### config.mk
export PLATFORM = sky130hd
export DESIGN_NAME = decode_scoreboard_flat
export DESIGN_NICKNAME = d
export VERILOG_FILES = /design/src/rtl/decode_scoreboard_if.sv /design/src/rtl/decode_scoreboard.sv /design/src/flat_wrapper.sv
export SDC_FILE = /design/constraint.sdc
export NUM_CORES = 1
export LEC_CHECK = 0
export CAP_MARGIN = 20
export CORE_MARGIN = 8
export CORE_UTILIZATION = 47
export DETAILED_ROUTE_END_ITERATION = 8
export GPL_TIMING_DRIVEN = 1
export PLACE_DENSITY = 0.74
export SLEW_MARGIN = 20
export SYNTH_ARGS = -nofsm -noshare
export SYNTH_HDL_FRONTEND = slang
export SYNTH_SLANG_ARGS = --single-unit
export TNS_END_PERCENT = 100
### constraint.sdc
create_clock -name clk -period 2.9 [get_ports clk]
set_input_delay 0.29 -clock clk [delete_from_list [all_inputs] [get_ports clk]]
set_output_delay 0.29 -clock clk [all_outputs]
set_load 0.01 [all_outputs]
### src/rtl/decode_scoreboard_if.sv
// Decode-to-scoreboard handshake plus the long-latency writeback port.
// The master side is the decode/writeback pipeline; the slave side is the scoreboard.
interface decode_scoreboard_if;
    logic       id_valid;
    logic [4:0] id_rs1;
    logic [4:0] id_rs2;
    logic [4:0] id_rd;
    logic       id_use_rs1;
    logic       id_use_rs2;
    logic       id_reg_write;
    logic       id_long;
    logic       stall;
    logic       issue;
    logic       wb_valid;
    logic [4:0] wb_rd;

    modport master (
        output id_valid,
        output id_rs1,
        output id_rs2,
        output id_rd,
        output id_use_rs1,
        output id_use_rs2,
        output id_reg_write,
        output id_long,
        output wb_valid,
        output wb_rd,
        input  stall,
        input  issue
    );

    modport slave (
        input  id_valid,
        input  id_rs1,
        input  id_rs2,
        input  id_rd,
        input  id_use_rs1,
        input  id_use_rs2,
        input  id_reg_write,
        input  id_long,
        input  wb_valid,
        input  wb_rd,
        output stall,
        output issue
    );
endinterface

### src/rtl/decode_scoreboard.sv
// Register scoreboard for the decode stage: tracks long-latency writes, stalls on RAW/WAW/full,
// and supports a drain/halt handshake. Optional stall counter enabled by SCOREBOARD_PERF_EN.
module decode_scoreboard #(
    parameter int unsigned MAX_PEND = 4
) (
    input  logic                 clk,
    input  logic                 reset,
    decode_scoreboard_if.slave   sb,
    input  logic                 drain_req,
    output logic [31:0]          busy,
    output logic [2:0]           pend_count,
    output logic                 drained,
`ifdef SCOREBOARD_PERF_EN
    output logic [31:0]          stall_cycles,
`endif
    output logic                 wb_err
);

    typedef enum logic [1:0] {
        StRun   = 2'd0,
        StDrain = 2'd1,
        StHalt  = 2'd2
    } state_e;

    state_e      state_q, state_d;
    logic [31:0] busy_q, busy_d;
    logic [2:0]  pend_q, pend_d;
    logic        wb_err_q, wb_err_d;

    logic raw, waw, full;
    logic issue_long;
    logic wb_hit;
    logic wb_miss;

    // Hazards look only at registered busy; a same-cycle writeback does not unblock decode.
    always_comb begin
        raw  = (sb.id_use_rs1 & busy_q[sb.id_rs1]) | (sb.id_use_rs2 & busy_q[sb.id_rs2]);
        waw  = sb.id_reg_write & busy_q[sb.id_rd];
        full = sb.id_long & sb.id_reg_write & (pend_q == 3'(MAX_PEND));
    end

    // State register.
    always_ff @(posedge clk or negedge reset) begin
        if (!reset) begin
            state_q <= StRun;
        end else begin
            state_q <= state_d;
        end
    end

    // Next-state logic.
    always_comb begin
        state_d = state_q;
        unique case (state_q)
            StRun: begin
                if (drain_req) state_d = StDrain;
            end
            StDrain: begin
                if (!drain_req) begin
                    state_d = StRun;
                end else if (pend_q == 3'd0) begin
                    state_d = StHalt;
                end
            end
            StHalt: begin
                if (!drain_req) state_d = StRun;
            end
            default: state_d = StRun;
        endcase
    end

    // Outputs.
    always_comb begin
        sb.stall = sb.id_valid & (raw | waw | full | (state_q != StRun));
        sb.issue = sb.id_valid & ~sb.stall;
        drained  = (state_q == StHalt);
    end

    always_comb begin
        issue_long = sb.issue & sb.id_long & sb.id_reg_write & (sb.id_rd != 5'd0);
        wb_hit     = sb.wb_valid & busy_q[sb.wb_rd];
        wb_miss    = sb.wb_valid & ~busy_q[sb.wb_rd];
    end

    // A WAW stall keeps issue_long and wb_hit from ever targeting the same register.
    always_comb begin
        busy_d = busy_q;
        if (issue_long) busy_d[sb.id_rd] = 1'b1;
        if (wb_hit)     busy_d[sb.wb_rd] = 1'b0;
        busy_d[0] = 1'b0;
    end

    always_comb begin
        pend_d = pend_q;
        unique case ({issue_long, wb_hit})
            2'b10:   pend_d = pend_q + 3'd1;
            2'b01:   pend_d = pend_q - 3'd1;
            default: pend_d = pend_q;
        endcase
    end

    always_comb begin
        wb_err_d = wb_err_q | wb_miss;
    end

    always_ff @(posedge clk or negedge reset) begin
        if (!reset) begin
            busy_q   <= 32'd0;
            pend_q   <= 3'd0;
            wb_err_q <= 1'b0;
        end else begin
            busy_q   <= busy_d;
            pend_q   <= pend_d;
            wb_err_q <= wb_err_d;
        end
    end

    assign busy       = {busy_q[31:1], 1'b0};
    assign pend_count = pend_q;
    assign wb_err     = wb_err_q;

`ifdef SCOREBOARD_PERF_EN
    logic [31:0] stall_cnt_q, stall_cnt_d;

    always_comb begin
        stall_cnt_d = stall_cnt_q;
        if (sb.stall && (stall_cnt_q != 32'hFFFF_FFFF)) begin
            stall_cnt_d = stall_cnt_q + 32'd1;
        end
    end

    always_ff @(posedge clk or negedge reset) begin
        if (!reset) begin
            stall_cnt_q <= 32'd0;
        end else begin
            stall_cnt_q <= stall_cnt_d;
        end
    end

    assign stall_cycles = stall_cnt_q;
`endif

endmodule

### src/flat_wrapper.sv
// flat-port wrapper written by rule: the top's interface ports become plain ports
module decode_scoreboard_flat 
#(
    parameter int unsigned MAX_PEND = 4
)
  (clk, reset, drain_req, busy, pend_count, drained, wb_err, sb_id_valid, sb_id_rs1, sb_id_rs2, sb_id_rd, sb_id_use_rs1, sb_id_use_rs2, sb_id_reg_write, sb_id_long, sb_wb_valid, sb_wb_rd, sb_stall, sb_issue);
  decode_scoreboard_if sb_i ();
  input  logic clk;
  input  logic reset;
  input  logic drain_req;
  output logic [31:0] busy;
  output logic [2:0] pend_count;
  output logic drained;
  output logic wb_err;
  input wire logic [$bits(sb_i.id_valid)-1:0] sb_id_valid;
  input wire logic [$bits(sb_i.id_rs1)-1:0] sb_id_rs1;
  input wire logic [$bits(sb_i.id_rs2)-1:0] sb_id_rs2;
  input wire logic [$bits(sb_i.id_rd)-1:0] sb_id_rd;
  input wire logic [$bits(sb_i.id_use_rs1)-1:0] sb_id_use_rs1;
  input wire logic [$bits(sb_i.id_use_rs2)-1:0] sb_id_use_rs2;
  input wire logic [$bits(sb_i.id_reg_write)-1:0] sb_id_reg_write;
  input wire logic [$bits(sb_i.id_long)-1:0] sb_id_long;
  input wire logic [$bits(sb_i.wb_valid)-1:0] sb_wb_valid;
  input wire logic [$bits(sb_i.wb_rd)-1:0] sb_wb_rd;
  output wire logic [$bits(sb_i.stall)-1:0] sb_stall;
  output wire logic [$bits(sb_i.issue)-1:0] sb_issue;
  assign sb_i.id_valid = sb_id_valid;
  assign sb_i.id_rs1 = sb_id_rs1;
  assign sb_i.id_rs2 = sb_id_rs2;
  assign sb_i.id_rd = sb_id_rd;
  assign sb_i.id_use_rs1 = sb_id_use_rs1;
  assign sb_i.id_use_rs2 = sb_id_use_rs2;
  assign sb_i.id_reg_write = sb_id_reg_write;
  assign sb_i.id_long = sb_id_long;
  assign sb_i.wb_valid = sb_wb_valid;
  assign sb_i.wb_rd = sb_wb_rd;
  assign sb_stall = sb_i.stall;
  assign sb_issue = sb_i.issue;
  decode_scoreboard #(.MAX_PEND(MAX_PEND)) u_core (.clk(clk), .reset(reset), .sb(sb_i), .drain_req(drain_req), .busy(busy), .pend_count(pend_count), .drained(drained), .wb_err(wb_err));
endmodule
==> load_flow_metrics.sql <==
INSERT INTO impl_metrics (metric_group, metric, value, unit) VALUES
('global_routing', 'antenna_found_initial', '0', ''),
('critical_path', 'crit_required', '3.07', 'ns'),
('critical_path', 'crit_path_max_incr_delay', '0.53', 'ns'),
('critical_path', 'setup.worst_path.class', 'register to register', ''),
('critical_path', 'timing.reg2reg.worst_path_depth', '12', ''),
('placement', 'place.detailed.instances', '510', ''),
('placement', 'place.port_buffers', '66', ''),
('route', 'route.vias.total', '3517', ''),
('placement', 'gpl.final_weighted_congestion', '0.965', ''),
('critical_path', 'timing.reg2reg.setup_slack', '0.1', 'ns'),
('cts', 'cts_tree', 'built', ''),
('sta', 'final-hold-violation-count', '0', ''),
('synth', 'synth-seq-area-share', '28.8', '%'),
('synth', 'yosysMostFrequentCell', 'sky130_fd_sc_hd__dfrtp_1', ''),
('sta', 'timing.final.setup_violations', '0', ''),
('die', 'std_cell_rows', '30', ''),
('route', 'drt_drc_violations_left', '0', ''),
('pwr', 'p_per_area', '348', 'nW/µm²'),
('route', 'initialDrtViolationCount', '330', ''),
('final_layout', 'n_antenna_cell', '0', ''),
('die', 'floorplan.die.width', '98.7', 'µm'),
('pwr', 'comb_power_share', '38.8', '%'),
('sta', 'post-route-min-period', '2.80', 'ns'),
('global_routing', 'grt.overflow.total', '0', ''),
('sta', 'finalCritPeriodShare', '96.6', '%'),
('critical_path', 'worstPathCellList', 'mux4_2 > mux2i_4 > mux2i_4 > o2111ai_4 > nand3_2 > a211o_1 > ha_2 > inv_1 > fa_1 > xor2_1 > nor2_1 > xor2_1', ''),
('pwr', 'clock_power_share', '22.0', '%'),
('cts', 'clock_insertion_delay_worst_skew', '0.29', 'ns'),
('synth', 'ys_ff_latch', '37', ''),
('pwr', 'vdd_ir_drop_max', '0.000339', 'V'),
('synth', 'synthFlopType', 'sky130_fd_sc_hd__dfrtp_1', ''),
('critical_path', 'slowest_stage', 'sky130_fd_sc_hd__mux4_2', ''),
('sta', 'max_slew_margin', '40.0', '%'),
('final_layout', 'final_cells', '533', ''),
('placement', 'place_area', '4380', 'µm²'),
('pwr', 'p_leak', '1.90', 'nW'),
('die', 'die_h', '98.7', 'µm'),
('cts', 'cts_root_buf', 'sky130_fd_sc_hd__clkbuf_8', ''),
('synth', 'yosysWarningCount', '0', ''),
('synth', 'synth.cell_area', '3220', 'µm²'),
('critical_path', 'rr_startpoint', 'u_core.busy_q[13]', ''),
('pwr', 'design_power_total', '1.63', 'mW'),
('sta', 'finalClockSkew', '0.00251', 'ns'),
('cts', 'number_of_levels_in_the_clock_h_tree', '2', ''),
('route', 'drt-vias-per-instance', '6.60', ''),
('sta', 'pnr_worst_setup_slack', '0.0993', 'ns'),
('pwr', 'fraction_of_power_consumed_by_sequential_logic', '39.3', '%'),
('synth', 'yosys.area.top_type_share', '28.8', '%'),
('sta', 'fin_setup_tns', '0', 'ns'),
('pwr', 'internal_power', '1.06', 'mW'),
('pwr', 'netSwitchingPower', '569', 'µW'),
('cts', 'cts.clk_slew.worst_paths', '0.07', 'ns'),
('synth', 'synth_nets', '356', ''),
('synth', 'postSynthAreaPerCell', '9.90', 'µm²'),
('pwr', 'power.switching_fraction', '34.8', '%'),
('route', 'routed_wl', '12.1', 'mm'),
('global_routing', 'grt_start_max_net_pins', '38', ''),
('critical_path', 'crit_path_end', 'u_core.pend_count[2]', ''),
('sta', 'max_freq', '0.357', 'GHz'),
('global_routing', 'grt_usage', '24.3', '%'),
('critical_path', 'worstSetupEndpointType', 'register', ''),
('final_layout', 'syn_to_final_growth', '46.1', '%'),
('die', 'design.portCount', '68', ''),
('critical_path', 'rr_endpoint', 'u_core.pend_count[2]', ''),
('outcome', 'status', 'finished, final reports clean', ''),
('cts', 'cts_sinks', '37', ''),
('route', 'antenna_left', '0', ''),
('route', 'dr_wl_cell', '22.8', 'µm'),
('final_layout', 'drive_gt1_share', '31.1', '%'),
('critical_path', 'worstSetupStartpointType', 'register', ''),
('route', 'dr.pass1.iters', '5', '');
## what timing repair did
action / 4_1_cts / 5_1_grt
pin swaps: 3 / 5
setup buffers: 0 / 13
hold buffers: 0 / 0
setup endpoints to repair: 4 / 13
resized for setup: 11 / 26
gates cloned: 1 / 1
## metal layers
layer	global-route usage (%)	wire, µm	vias up
met4	9.21	445	0
met3	4.86	1200	45
met5	0	0	-
li1	-	-	1515
met2	39.1	5540	244
met1	31.2	4970	1713
## worst min path at each step
stage / startpoint / endpoint / slack [ns] / cells after the start
floorplan: reset / u_core.busy_q[10] / -0.006 / 0
global placement: reset / u_core.busy_q[8] / 0.45 / 1
detailed placement: reset / u_core.busy_q[26] / 0.46 / 1
CTS: reset / u_core.busy_q[13] / 0.15 / 1
global route: reset / u_core.busy_q[8] / 0.20 / 1
finish: reset / u_core.busy_q[26] / 0.13 / 1
## flip-flops by register name, indices dropped and copies added (netlist names)
register and flops:
u_core.busy_q 31, u_core.state_q 2, u_core.pend_count 3, u_core.wb_err 1
## power by group through the flow
| stage | clock [mW] | combinational (mW) | sequential, mW |
|---|---|---|---|
| final | 0.359 | 0.633 | 0.642 |
| after global routing | 0.379 | 0.675 | 0.648 |
| after CTS | 0.363 | 0.608 | 0.637 |
| after detailed placement | 0 | 0.595 | 0.645 |
| after global placement | 0 | 0.587 | 0.644 |
| after floorplan | 0 | 0.295 | 0.641 |
## placed cells by master, fill, tap and decap left out, types with 4 or more instances in the layout
cell	n
sky130_fd_sc_hd__nor2_1	28
sky130_fd_sc_hd__buf_12	4
sky130_fd_sc_hd__clkdlybuf4s50_1	56
sky130_fd_sc_hd__o211ai_1	8
sky130_fd_sc_hd__nand2_1	18
sky130_fd_sc_hd__dlymetal6s2s_1	5
sky130_fd_sc_hd__buf_4	69
sky130_fd_sc_hd__nand3_1	5
sky130_fd_sc_hd__o31ai_1	8
sky130_fd_sc_hd__nor3_1	8
sky130_fd_sc_hd__a22oi_1	7
sky130_fd_sc_hd__nand2b_1	4
sky130_fd_sc_hd__clkbuf_8	5
sky130_fd_sc_hd__inv_1	29
sky130_fd_sc_hd__o21ai_0	10
sky130_fd_sc_hd__dfrtp_1	25
sky130_fd_sc_hd__mux4_2	19
sky130_fd_sc_hd__mux2i_1	17
sky130_fd_sc_hd__dfrtp_2	12
sky130_fd_sc_hd__o21ai_1	5
sky130_fd_sc_hd__nor4_1	4
sky130_fd_sc_hd__and3b_1	4
sky130_fd_sc_hd__nand3b_1	5
sky130_fd_sc_hd__a221oi_1	16
sky130_fd_sc_hd__nand4_1	4
sky130_fd_sc_hd__and3_1	4
sky130_fd_sc_hd__mux2_2	5
sky130_fd_sc_hd__nor2b_1	4
## final cells by class
type / instances / area, µm²
Clock buffer: 8 / 80.1
Multi-Input combinational cell: 235 / 2130
Tap cell: 80 / 100
Sequential cell: 37 / 941
Fill cell: 509 / 2020
Inverter: 30 / 113
Timing Repair Buffer: 143 / 1340
## worst max-delay path: cells and delay by family, from the launching register on
family / cells / cell delay (ns)
buf+inv: 1 / 0.06
simple gates: 2 / 0.19
fa+ha+maj: 2 / 0.36
flops: 1 / 0.48
compound gates: 2 / 0.48
xor+xnor: 2 / 0.29
mux: 3 / 0.82
## kinds of logic (layout without fill, tap and decap cells)
kind of cell / count (synthesis) / count (layout) / synth area share (%)
buffers and inverters: 53 / 181 / 7.74
AND/OR/NAND/NOR: 103 / 103 / 18.1
XOR/XNOR: 3 / 3 / 0.817
other: 1 / 1 / 0.117
adder cells (fa/ha/maj): 2 / 2 / 1.01
flip-flops: 37 / 37 / 28.8
AO/OA/AOI/OAI: 79 / 79 / 19.9
multiplexers: 47 / 47 / 23.5
## per-stage QoR
stage / hold slack (ns) / utilization, %
after floorplan: -0.00559 / -
after global placement: 0.447 / 65.1
after detailed placement: 0.457 / 65.1
after CTS: 0.151 / 67.3
after global routing: 0.196 / 70.0
final: 0.126 / 70.0
No activity file was read; power rests on OpenSTA's default activity.
